## src/rtl/serial_sub_pkg.sv

```systemverilog
`default_nettype none
// ============================================================================
//  Module      : serial_sub_pkg
//  Description : Shared FSM state type and default operand width for the
//                bit-serial subtractor.
//  Revision    : 1.0  initial release
// ============================================================================
package serial_sub_pkg;

  // Default operand/result width in bits
  localparam int SUB_WIDTH_DEFAULT = 8;

  // Controller states
  typedef enum logic [1:0] {
    ST_IDLE = 2'd0,
    ST_RUN  = 2'd1,
    ST_DONE = 2'd2
  } state_e;

endpackage : serial_sub_pkg
`default_nettype wire

```

## src/rtl/sub_bit_cell.sv

```systemverilog
`default_nettype none
// ============================================================================
//  Module      : sub_bit_cell
//  Description : One-bit full subtractor: d = ai - bi - br_in, with borrow out.
//  Revision    : 1.0  initial release
// ============================================================================
module sub_bit_cell (
  input  logic ai,
  input  logic bi,
  input  logic br_in,
  output logic d,
  output logic br_out
);

  logic w_axb;

  assign w_axb  = ai ^ bi;
  assign d      = w_axb ^ br_in;
  // Borrow when ai < bi, or when the bits are equal and a borrow is pending
  assign br_out = (~ai & bi) | (br_in & ~w_axb);

endmodule : sub_bit_cell
`default_nettype wire

```

## src/rtl/serial_subtractor.sv

```systemverilog
`default_nettype none
// ============================================================================
//  Module      : serial_subtractor
//  Description : Bit-serial subtractor computing a - b - borrow_in one bit
//                per enabled clock, LSB first, with unsigned borrow and
//                signed overflow flags and a one-cycle done pulse.
//  Revision    : 1.0  initial release
// ============================================================================
module serial_subtractor
  import serial_sub_pkg::*;
#(
  parameter int WIDTH = SUB_WIDTH_DEFAULT
) (
  input  logic             clk,
  input  logic             rst_n,
  input  logic             en,
  input  logic             start,
  input  logic [WIDTH-1:0] a,
  input  logic [WIDTH-1:0] b,
  input  logic             borrow_in,
  output logic [WIDTH-1:0] diff,
  output logic             borrow_out,
  output logic             overflow,
  output logic             busy,
  output logic             done
);

  localparam int             CW       = $clog2(WIDTH);
  localparam logic [CW-1:0]  LAST_BIT = CW'(WIDTH - 1);

  state_e             state_q, state_d;
  logic [CW-1:0]      cnt_q,   cnt_d;
  logic               br_q,    br_d;
  logic [WIDTH-1:0]   a_q,     a_d;
  logic [WIDTH-1:0]   b_q,     b_d;
  logic [WIDTH-1:0]   diff_q,  diff_d;
  logic               bo_q,    bo_d;
  logic               ov_q,    ov_d;

  logic               w_bit_d;
  logic               w_bit_br;

  // Single shared cell; the counter selects which operand bits feed it
  sub_bit_cell u_bit_cell (
    .ai     (a_q[cnt_q]),
    .bi     (b_q[cnt_q]),
    .br_in  (br_q),
    .d      (w_bit_d),
    .br_out (w_bit_br)
  );

  // Next-state logic: operand capture, per-bit progress and result flags
  always_comb begin
    state_d = state_q;
    cnt_d   = cnt_q;
    br_d    = br_q;
    a_d     = a_q;
    b_d     = b_q;
    diff_d  = diff_q;
    bo_d    = bo_q;
    ov_d    = ov_q;
    case (state_q)
      ST_IDLE: begin
        // Acceptance does not depend on en
        if (start) begin
          a_d     = a;
          b_d     = b;
          br_d    = borrow_in;
          cnt_d   = '0;
          diff_d  = '0;
          state_d = ST_RUN;
        end
      end
      ST_RUN: begin
        if (en) begin
          diff_d[cnt_q] = w_bit_d;
          br_d          = w_bit_br;
          cnt_d         = cnt_q + CW'(1);
          if (cnt_q == LAST_BIT) begin
            cnt_d   = '0;
            state_d = ST_DONE;
            bo_d    = w_bit_br;
            // Signed overflow: operands of opposite sign and result sign
            // differs from the minuend's sign
            ov_d    = (a_q[WIDTH-1] != b_q[WIDTH-1]) & (w_bit_d != a_q[WIDTH-1]);
          end
        end
      end
      ST_DONE: begin
        state_d = ST_IDLE;
      end
      default: begin
        state_d = ST_IDLE;
      end
    endcase
  end

  // State and datapath registers with synchronous active-low reset
  always_ff @(posedge clk) begin
    if (!rst_n) begin
      state_q <= ST_IDLE;
      cnt_q   <= '0;
      br_q    <= 1'b0;
      a_q     <= '0;
      b_q     <= '0;
      diff_q  <= '0;
      bo_q    <= 1'b0;
      ov_q    <= 1'b0;
    end else begin
      state_q <= state_d;
      cnt_q   <= cnt_d;
      br_q    <= br_d;
      a_q     <= a_d;
      b_q     <= b_d;
      diff_q  <= diff_d;
      bo_q    <= bo_d;
      ov_q    <= ov_d;
    end
  end

  assign diff       = diff_q;
  assign borrow_out = bo_q;
  assign overflow   = ov_q;
  assign busy       = (state_q == ST_RUN) || (state_q == ST_DONE);
  assign done       = (state_q == ST_DONE);

endmodule : serial_subtractor
`default_nettype wire

```

## config.mk

```make
export PLATFORM = sky130hd
export DESIGN_NAME = serial_subtractor
export DESIGN_NICKNAME = d
export VERILOG_FILES = /design/src/rtl/serial_sub_pkg.sv /design/src/rtl/sub_bit_cell.sv /design/src/rtl/serial_subtractor.sv
export SDC_FILE = /design/constraint.sdc
export NUM_CORES = 1
export LEC_CHECK = 0
export BUFFER_PORTS_ARGS = -buffer_cell sky130_fd_sc_hd__buf_2
export CORE_ASPECT_RATIO = 0.6
export CORE_MARGIN = 2
export CORE_UTILIZATION = 45
export CTS_CLUSTER_DIAMETER = 200
export CTS_CLUSTER_SIZE = 16
export DETAILED_ROUTE_END_ITERATION = 10
export GPL_ROUTABILITY_DRIVEN = 0
export GPL_TIMING_DRIVEN = 0
export PLACE_DENSITY = 0.67
export RECOVER_POWER = 50
export SLEW_MARGIN = 0
export SYNTH_ARGS = -nofsm -noshare
export SYNTH_HDL_FRONTEND = slang
export SYNTH_SLANG_ARGS = --single-unit
```

## constraint.sdc

```tcl
create_clock -name clk -period 7.9 [get_ports clk]
set_clock_uncertainty 0.1 [all_clocks]
set_input_delay 1.58 -clock clk [delete_from_list [all_inputs] [get_ports clk]]
set_output_delay 1.58 -clock clk [all_outputs]
set_load 0.1 [all_outputs]
```

==> results.py <==
metrics = {
    "status": {
        "outcome": "finished, final reports clean",
    },
    "setup_path": {
        "crit_arrival_ns": 1.39,
        "cp.required_ns": 6.22,
        "worstPathMaxFanout": 3,
        "crit_path_end_kind": "primary output",
        "critPathKind": "flop to primary output",
        "crit_start": "state_q[0]$_SDFFE_PN0P_",
        "regToRegStartpoint": "cnt_q[1]$_SDFFE_PN0P_",
        "startpoint_type": "flop",
    },
    "timing": {
        "setup_tns_ns": 0,
        "fmax_mhz": 325,
        "setup_violations": 0,
        "finalHoldViolations": 0,
        "worst_pin_slew_ns": 0.557,
        "min_period_over_period_pct": 38.9,
        "rsz0062_at_grt": "no",
        "slew-limit-headroom_pct": 62.8,
        "post-route-min-period_ns": 3.07,
        "finalMaxSlewViolations": 0,
    },
    "route": {
        "totalWireLength_um": 4340,
        "drtPass1Iterations": 4,
        "avgViaCountPerCell": 5.54,
        "antenna_left": 0,
        "vias": 1628,
        "post_drt_wl_per_cell_um": 14.8,
        "drc_errors": 0,
        "drt_iter0_drc": 130,
    },
    "finish": {
        "drive_gt1_share_pct": 21.1,
        "antennaDiodeCount": 0,
        "utilization_pct": 54.9,
        "area_delta_synth_final_pct": 17.1,
        "stdcell_count": 294,
        "final_net_count": 273,
    },
    "clock_network": {
        "cts_tree": "yes",
        "cts_num_sinks": 32,
        "insertion_delay_ns": 0.29,
        "cts_resized": 0,
        "postCtsSetupBuffers": 0,
        "clockBufferDepth": 2,
        "root_buffer": "clkbuf_8",
        "cts_max_level": 2,
        "path_clk_slew_ns": 0.07,
        "ctsHoldBuffers": 0,
        "cts_made_buffers": 5,
    },
    "placed_design": {
        "io_buffer_count": 31,
        "place_inst": 286,
        "dp_hpwl_um": 3140,
    },
    "global_route": {
        "use_met2_pct": 30.9,
        "antenna_found_initial": 0,
        "grt_pass1_wl_um": 7510,
        "grt_max_degree": 11,
        "grt_pass1_vias": 1579,
        "grtUsageMet1_pct": 32.1,
        "grt_usage_pct": 22.1,
        "top_usage_layer": "met1",
        "globalRouteMet3Util_pct": 7.46,
        "grt_overflow_total": 0,
    },
    "die": {
        "die_x_um": 83.7,
        "die_h_um": 51.8,
        "ios": 33,
        "rows": 17,
        "coreArea_sq_um": 3660,
        "initial_core_util_pct": 46.9,
        "dieArea_sq_um": 4340,
    },
    "min_path": {
        "worstHoldStart": "a_q[3]$_SDFFE_PN0P_",
        "worstHoldPathType": "flop to flop",
    },
    "pwr": {
        "leakagePower_nw": 0.802,
        "power.density_nw_per_um2": 188,
        "irDropWorstVdd_uv": 78.0,
        "p_total_mw": 0.377,
    },
    "yosys": {
        "synth_fp_nets": 235,
        "yosysWarnings": 0,
        "synth_edf_count": 0,
        "synth_area_sq_um": 1720,
        "ys.flop_type": "dfxtp_1",
        "yosys-top-cells-area": "dfxtp_1 (37%), nand2_1 (10%), a21oi_1 (6.7%), ha_1 (3.6%), o31a_1 (3.6%)",
        "synthDominantCellAreaShare_pct": 37.3,
        "ys_ff_latch": 32,
        "syn_inst": 208,
        "yosysSeqAreaShare_pct": 37.3,
        "yosys.area.top_type": "dfxtp_1",
        "avgSynthCellArea_sq_um": 8.25,
        "async_flop_share_pct": 0,
        "synth_cell_type_count": 45,
    },
    "flow_run": {
        "maxCapViolations": 0,
    },
}
## cells by family (layout without fill, tap and decap cells)
family | count (synthesis) | in the layout | share of synthesized area (%)
muxes | 4 | 4 | 3.87
adders and majority gates | 6 | 6 | 4.81
DFF | 32 | 32 | 37.3
and+or+nand+nor | 86 | 86 | 24.9
AOI/OAI and AO/OA | 56 | 56 | 22.2
buffers and inverters | 24 | 63 | 6.78
## metrics by stage
| step | instance area [sq um] | worst slack [ns] | hold slack (ns) |
|---|---|---|---|
| floorplan | 1720 | 5.00 | 0.332 |
| global placement | 1930 | 4.99 | 0.345 |
| detailed placement | 1930 | 4.98 | 0.351 |
| CTS | 2020 | 4.81 | 0.360 |
| global route | 2010 | 4.77 | 0.380 |
| finish | 2010 | 4.83 | 0.357 |
## per-layer routing
metal	vias to the layer above	share of wire [%]
met5	-	0
met1	750	56
met4	0	1.3
met2	44	36
met3	9	7.3
li1	825	-
## area by class of cell
class / instances / area, sq um
Timing Repair Buffer: 31 / 154
Clock buffer: 8 / 90.1
Sequential cell: 32 / 641
Fill cell: 355 / 1650
Buffer: 17 / 80.1
Tap cell: 47 / 58.8
Inverter: 7 / 26.3
Multi-Input combinational cell: 152 / 958
## Yosys cell counts, types with 2 or more instances
| cell | number |
|---|---|
| nor4_1 | 4 |
| o22ai_1 | 4 |
| a21oi_1 | 23 |
| o31a_1 | 7 |
| and3_1 | 2 |
| nand3b_1 | 2 |
| nand2b_1 | 4 |
| clkbuf_1 | 8 |
| a211oi_1 | 3 |
| nor2b_1 | 5 |
| dfxtp_1 | 32 |
| buf_6 | 2 |
| a2111oi_2 | 2 |
| ha_1 | 5 |
| or2_2 | 2 |
| nand2_1 | 46 |
| buf_2 | 6 |
| a31oi_1 | 3 |
| nand4_1 | 3 |
| nor3b_1 | 2 |
| nand3_1 | 4 |
| mux4_2 | 2 |
| nor2_1 | 4 |
| o31ai_1 | 3 |
| or3b_1 | 2 |
| o21ai_0 | 3 |
| inv_1 | 7 |
## report_power, final
group          internal [mW]  switching, mW
clock                 0.0710         0.0622
combinational         0.0255         0.0450
sequential             0.169        0.00486
## registers in the layout (all words and copies together) (netlist names)
signal      count
cnt_q           3
b_q             8
a_q             8
borrow_out      1
br_q            1
diff            8
overflow        1
state_q         2
## cell usage in the layout (no fill, tap or decap), types with 2 or more instances in the layout
cell type / count
a2111oi_2: 2
a211oi_1: 3
a21oi_1: 23
a31oi_1: 3
and3_1: 2
buf_2: 34
clkbuf_1: 14
clkbuf_8: 6
dfxtp_1: 32
ha_1: 5
inv_1: 7
mux4_2: 2
nand2_1: 46
nand2b_1: 4
nand3_1: 4
nand3b_1: 2
nand4_1: 3
nor2_1: 4
nor2b_1: 5
nor3b_1: 2
nor4_1: 4
o21ai_0: 3
o22ai_1: 4
o31a_1: 7
o31ai_1: 3
or2_2: 2
or3b_1: 2
## worst max-delay path, stage by stage, from the launching register on
cell and delay [ns]:
dfxtp_1 0.35, inv_1 0.07, ha_1 0.27, buf_2 0.41
## path summary, 6_finish.rpt
kind | endpoint | depth (start not counted) | slack, ns
worst max-delay path | busy | 3 | 4.83
worst min-delay path | a_q[3]$_SDFFE_PN0P_ | 2 | 0.36
worst max register to register | diff[7]$_SDFFE_PN0P_ | 7 | 4.95
worst min register to register | a_q[3]$_SDFFE_PN0P_ | 2 | 0.36
(Power assumes the default switching activity.)
